**src/rtl/cpu_datapath_pkg.sv**
```systemverilog
`default_nettype none
// ============================================================================
// Module      : cpu_datapath_pkg
// Description : Shared widths, opcode encoding and phase constants for the
//               accumulator CPU datapath and its ALU.
// Revision    : 1.0 - initial release
// ============================================================================
package cpu_datapath_pkg;

  // Default data/accumulator/IR width and address/PC width
  localparam int DATA_W = 8;
  localparam int ADDR_W = 5;

  // Opcode field is always the top three bits of the IR
  localparam int OPC_W = 3;

  // Eight-phase instruction cycle
  localparam int PHASE_W = 3;

  // Instruction set, HLT is the all-zero encoding so a cleared IR reads as HLT
  typedef enum logic [OPC_W-1:0] {
    HLT = 3'd0,
    SKZ = 3'd1,
    ADD = 3'd2,
    AND = 3'd3,
    XOR = 3'd4,
    LDA = 3'd5,
    STO = 3'd6,
    JMP = 3'd7
  } opcode_t;

  // Phases 4-7 are the operand half of the instruction; phase bit 2 marks it
  function automatic logic is_operand_phase(input logic [PHASE_W-1:0] phase);
    return phase[PHASE_W-1];
  endfunction

endpackage : cpu_datapath_pkg
`default_nettype wire

```
**src/rtl/cpu_datapath_alu.sv**
```systemverilog
`default_nettype none
// ============================================================================
// Module      : cpu_alu
// Description : Combinational ALU for the accumulator CPU. Produces the value
//               the accumulator would take for the current opcode.
// Revision    : 1.0 - initial release
// ============================================================================
module cpu_alu
  import cpu_datapath_pkg::*;
#(
  parameter int WIDTH = cpu_datapath_pkg::DATA_W
) (
  input  opcode_t          opcode,
  input  logic [WIDTH-1:0] accum,
  input  logic [WIDTH-1:0] data,
  output logic [WIDTH-1:0] result
);

  // Select the next accumulator value; unlisted opcodes leave it unchanged
  always_comb begin
    result = accum;
    case (opcode)
      ADD:     result = accum + data;  // carry out intentionally dropped
      AND:     result = accum & data;
      XOR:     result = accum ^ data;
      LDA:     result = data;
      default: result = accum;
    endcase
  end

endmodule : cpu_alu
`default_nettype wire

```
**src/rtl/cpu_datapath.sv**
```systemverilog
`default_nettype none
// ============================================================================
// Module      : cpu_datapath
// Description : Accumulator CPU datapath: PC, IR, AC, phase counter, address
//               mux, edge-qualified load strobes and sticky halt gating.
// Revision    : 1.0 - initial release
// ============================================================================
module cpu_datapath
  import cpu_datapath_pkg::*;
#(
  parameter int DATA_W = cpu_datapath_pkg::DATA_W,
  parameter int ADDR_W = cpu_datapath_pkg::ADDR_W
) (
  input  logic              clk,
  input  logic              rst_,
  input  logic              load_ac,
  input  logic              load_ir,
  input  logic              inc_pc,
  input  logic              load_pc,
  input  logic              mem_rd,
  input  logic              mem_wr,
  input  logic              halt,
  input  logic [DATA_W-1:0] mem_rdata,
  output opcode_t           opcode,
  output logic              zero,
  output logic [ADDR_W-1:0] mem_addr,
  output logic [DATA_W-1:0] mem_wdata,
  output logic              mem_re,
  output logic              mem_we,
  output logic              halted
);

  localparam logic [ADDR_W-1:0]  PC_ONE    = {{(ADDR_W-1){1'b0}}, 1'b1};
  localparam logic [PHASE_W-1:0] PHASE_ONE = {{(PHASE_W-1){1'b0}}, 1'b1};

  // Architectural state
  logic [PHASE_W-1:0] phase_q, phase_d;
  logic [ADDR_W-1:0]  pc_q,    pc_d;
  logic [DATA_W-1:0]  ir_q,    ir_d;
  logic [DATA_W-1:0]  ac_q,    ac_d;
  logic               halted_q, halted_d;

  // Previous-cycle copies of the load strobes, used to act on the first cycle only
  logic               load_ir_hist_q, load_ir_hist_d;
  logic               load_ac_hist_q, load_ac_hist_d;

  logic [DATA_W-1:0]  alu_result;
  logic               ir_load_edge;
  logic               ac_load_edge;
  opcode_t            ir_opcode;

  assign ir_opcode    = opcode_t'(ir_q[DATA_W-1 -: OPC_W]);
  assign ir_load_edge = load_ir & ~load_ir_hist_q;
  assign ac_load_edge = load_ac & ~load_ac_hist_q;

  cpu_alu #(
    .WIDTH (DATA_W)
  ) u_alu (
    .opcode (ir_opcode),
    .accum  (ac_q),
    .data   (mem_rdata),
    .result (alu_result)
  );

  // Next-state logic: phase always runs, architectural updates stop once halted
  always_comb begin
    phase_d        = phase_q + PHASE_ONE;
    pc_d           = pc_q;
    ir_d           = ir_q;
    ac_d           = ac_q;
    halted_d       = halted_q | halt;
    load_ir_hist_d = load_ir;
    load_ac_hist_d = load_ac;

    // A halt seen this cycle still lets this cycle's loads complete
    if (!halted_q) begin
      if (ir_load_edge) begin
        ir_d = mem_rdata;
      end
      if (ac_load_edge) begin
        ac_d = alu_result;
      end
      // Jump target wins over a simultaneous increment
      if (load_pc) begin
        pc_d = ir_q[ADDR_W-1:0];
      end else if (inc_pc) begin
        pc_d = pc_q + PC_ONE;
      end
    end
  end

  // State registers with asynchronous clear; an abandoned instruction leaves no trace
  always_ff @(posedge clk or negedge rst_) begin
    if (!rst_) begin
      phase_q        <= '0;
      pc_q           <= '0;
      ir_q           <= '0;
      ac_q           <= '0;
      halted_q       <= 1'b0;
      load_ir_hist_q <= 1'b0;
      load_ac_hist_q <= 1'b0;
    end else begin
      phase_q        <= phase_d;
      pc_q           <= pc_d;
      ir_q           <= ir_d;
      ac_q           <= ac_d;
      halted_q       <= halted_d;
      load_ir_hist_q <= load_ir_hist_d;
      load_ac_hist_q <= load_ac_hist_d;
    end
  end

  // Output decode: address mux by phase half, memory strobes gated by halt
  always_comb begin
    opcode    = ir_opcode;
    zero      = (ac_q == '0);
    mem_addr  = is_operand_phase(phase_q) ? ir_q[ADDR_W-1:0] : pc_q;
    mem_wdata = ac_q;
    mem_re    = mem_rd & ~halted_q;
    mem_we    = mem_wr & ~halted_q;
    halted    = halted_q;
  end

endmodule : cpu_datapath
`default_nettype wire

```
**config.mk**
```make
export PLATFORM = sky130hd
export DESIGN_NAME = cpu_datapath
export DESIGN_NICKNAME = d
export VERILOG_FILES = /design/src/rtl/cpu_datapath_pkg.sv /design/src/rtl/cpu_datapath_alu.sv /design/src/rtl/cpu_datapath.sv
export SDC_FILE = /design/constraint.sdc
export NUM_CORES = 1
export LEC_CHECK = 0
export ABC_CLOCK_PERIOD_IN_PS = 1600
export BUFFER_PORTS_ARGS = -buffer_cell sky130_fd_sc_hd__buf_2
export CAP_MARGIN = 20
export CORE_ASPECT_RATIO = 0.8
export CORE_MARGIN = 4
export CORE_UTILIZATION = 49
export DETAILED_ROUTE_END_ITERATION = 8
export PLACE_DENSITY = 0.84
export SYNTH_ARGS = -nofsm -noshare
export SYNTH_HDL_FRONTEND = slang
export SYNTH_SLANG_ARGS = --single-unit
```
**constraint.sdc**
```tcl
create_clock -name clk -period 1.6 [get_ports clk]
set_input_delay 0.08 -clock clk [delete_from_list [all_inputs] [get_ports clk]]
set_output_delay 0.08 -clock clk [all_outputs]
set_load 0.01 [all_outputs]
```
==> impl_metrics.json <==
{
  "core.rowCount": 19,
  "grt_max_degree": 28,
  "cts_tree": "done",
  "setup_ws_ns": -0.224,
  "period_share": 1.14,
  "worstHoldPathType": "in -> reg",
  "grt_antenna_before_repair": 0,
  "ir_worst_vdd_uv": 603,
  "drc": 0,
  "rsz0062_at_grt": "yes",
  "crit_type": "reg -> reg",
  "drtAntennaViolNets": 0,
  "crit_path_max_incr_delay_ns": 0.38,
  "die_area_um2": 4630,
  "grt_overflow": 0,
  "crit_end": "mem_wdata[6]$_DFFE_PN0P_",
  "crit_chain": "ha_2, inv_2, fa_2, nor2b_4, o31a_1, o22ai_2, o32a_1, nand3_1",
  "gp_congestion": 0.872,
  "grt_pass1_wl_um": 7130,
  "syn_to_final_growth_pct": 34.0,
  "crit_start": "mem_wdata[0]$_DFFE_PN0P_",
  "ff2ff_path_depth": 8,
  "skew_ns": 0.00778,
  "max_freq_ghz": 0.548,
  "htree_levels": 1,
  "rr_startpoint": "mem_wdata[0]$_DFFE_PN0P_",
  "final_common_cell": "buf_2",
  "drive_gt1_frac": 0.459,
  "synth_edf_count": 0,
  "wirelength_um": 4690,
  "cp_slowest_cell": "dfrtp_1",
  "violations": "setup timing",
  "crit_arrival_ns": 2.04,
  "dpl.hpwl_um": 3270,
  "async_flop_share": 1.00,
  "synth_cell_types": 51,
  "grt_pass1_vias": 1560,
  "max_slew.worst_pin.slew_ns": 0.626,
  "grt_util_met1": 0.277,
  "slew_headroom": 0.582,
  "seq_area_frac_synth": 0.383,
  "status": "finished, violations left",
  "vias_per_cell": 5.90,
  "use_met2": 0.335,
  "p_leak_nw": 1.14,
  "rrSetupSlack_ns": -0.22,
  "grt_usage": 0.204,
  "p_total_mw": 1.63,
  "crit_fanout": 3,
  "chipWidth_um": 75.1,
  "post-route-util": 0.686,
  "cp-start-kind": "flip-flop",
  "use_met3": 0.0375,
  "syn_inst": 178,
  "io_buffers": 36,
  "powerDensity_nw_per_um2": 688,
  "mostFrequentLayoutCells": "buf_2, dfrtp_1, buf_4, mux2_2, nand2_1",
  "start_util": 0.512,
  "clock_latency_ns": 0.27,
  "cts_buffer_depth": 2,
  "drt_first_pass_iters": 4,
  "grt_busiest_layer": "met2",
  "synth_fp_nets": 206,
  "maxCapViolCount": 0,
  "synth_ff_type": "dfrtp_1",
  "diodes": 0,
  "die_y_um": 61.7,
  "cts_sinks": 27,
  "synth_area_um2": 1760,
  "clkTransAtPathRegs_ns": 0.09,
  "route.vias.total": 1687,
  "io_pins": 37,
  "final-hold-violation-count": 0,
  "ys_seq_elements": 27,
  "slew_viol_final": 0,
  "wl_per_cell_um": 16.4,
  "yosysWarningCount": 0,
  "finalNetCount": 273,
  "drtIter0Drc": 87,
  "synth.avg_cell_area_um2": 9.91,
  "root_buffer": "clkbuf_8",
  "period_needed_ns": 1.82,
  "setup_viol": 8,
  "reg2reg_to": "mem_wdata[6]$_DFFE_PN0P_",
  "endpoint_kind": "flip-flop",
  "worstPathRequired_ns": 1.81,
  "numCtsBuffers": 3,
  "core_area_um2": 3450
}
logic make-up after synthesis:
logic type      Yosys count  share of synthesized area
buf+inv                  18                     0.0539
fa+ha+maj                11                     0.0823
flops                    27                      0.383
xor+xnor                  3                     0.0149
mux                      14                     0.0894
simple gates             45                      0.135
compound gates           60                      0.241
area by class of cell:
class / count / area, um2
fill: 253 / 1080
inverter: 8 / 30.0
clock buffer: 4 / 45.0
timing repair buffer: 72 / 483
sequential: 27 / 676
multi-input combinational: 133 / 1080
tap: 42 / 52.6
cells in the mapped netlist (2+ instances only):
cell	count	share of area
o21ai_0	14	0.040
or2_2	2	0.0071
o21ai_1	2	0.0057
or4_1	2	0.0085
ha_1	10	0.071
inv_1	7	0.015
nand2_1	12	0.026
mux2_2	14	0.089
a22o_1	6	0.030
a21oi_1	14	0.040
nor3_1	3	0.0085
xnor2_1	2	0.0099
o21a_1	2	0.0085
nor2_1	11	0.023
buf_4	3	0.013
clkbuf_1	3	0.0064
a22oi_1	4	0.017
nand4_1	3	0.011
dfrtp_1	27	0.38
nor2b_1	4	0.014
buf_6	2	0.013
a221oi_1	2	0.0099
per-stage QoR:
step                instance area, um2  std cells  setup TNS (ns)  hold WS (ns)  setup WS (ns)
finish                            2360        286           -1.22        0.0728         -0.224
global placement                  2110        266          -0.290         0.127         -0.115
CTS                               2250        278          -0.771        0.0617         -0.170
global route                      2360        286           -1.76        0.0679         -0.292
floorplan                         1790        178          -0.510        -0.216         -0.214
detailed placement                2110        266          -0.611         0.130         -0.176
critical path: cells and delay by family (launching register included):
| kind | cells | cell delay [ns] |
|---|---|---|
| AO/OA/AOI/OAI | 3 | 0.57 |
| adder cells (fa/ha/maj) | 2 | 0.57 |
| buffers and inverters | 1 | 0.04 |
| flip-flops | 1 | 0.38 |
| AND/OR/NAND/NOR | 2 | 0.20 |
sequential cells by signal, summed over array words and instances, names as in the netlist:
register and count:
phase_q 3, ir_q 8, load_ir_hist_q 1, load_ac_hist_q 1, pc_q 5, mem_wdata 8, halted 1
report_power, final:
part	switching [mW]	internal [mW]
Combinational	0.233	0.235
Sequential	0.0465	0.722
Clock	0.211	0.179
layer usage:
metal,vias up,part of all wire
met3,7,0.079
met1,810,0.44
met5,-,0
li1,799,-
met2,71,0.47
met4,0,0.010
how the worst min path moves through the flow:
| stage | startpoint | end | slack (ns) | cells after the start |
|---|---|---|---|---|
| finish | mem_rdata[7] | ir_q[7]$_DFFE_PN0P_ | 0.07 | 2 |
| global route | mem_rdata[7] | ir_q[7]$_DFFE_PN0P_ | 0.07 | 2 |
| CTS | mem_rdata[7] | ir_q[7]$_DFFE_PN0P_ | 0.06 | 2 |
| detailed placement | rst_ | mem_wdata[4]$_DFFE_PN0P_ | 0.13 | 1 |
| global placement | rst_ | mem_wdata[4]$_DFFE_PN0P_ | 0.13 | 1 |
| floorplan | rst_ | halted$_DFF_PN0_ | -0.22 | 0 |
timing repair:
item,CTS,global route
pin swaps,11,12
endpoints found under the hold margin,30,0
hold buffers,4,0
endpoints found under the setup margin,7,9
setup buffers,4,9
resized for setup,8,11
No activity file was read; power rests on OpenSTA's default activity.
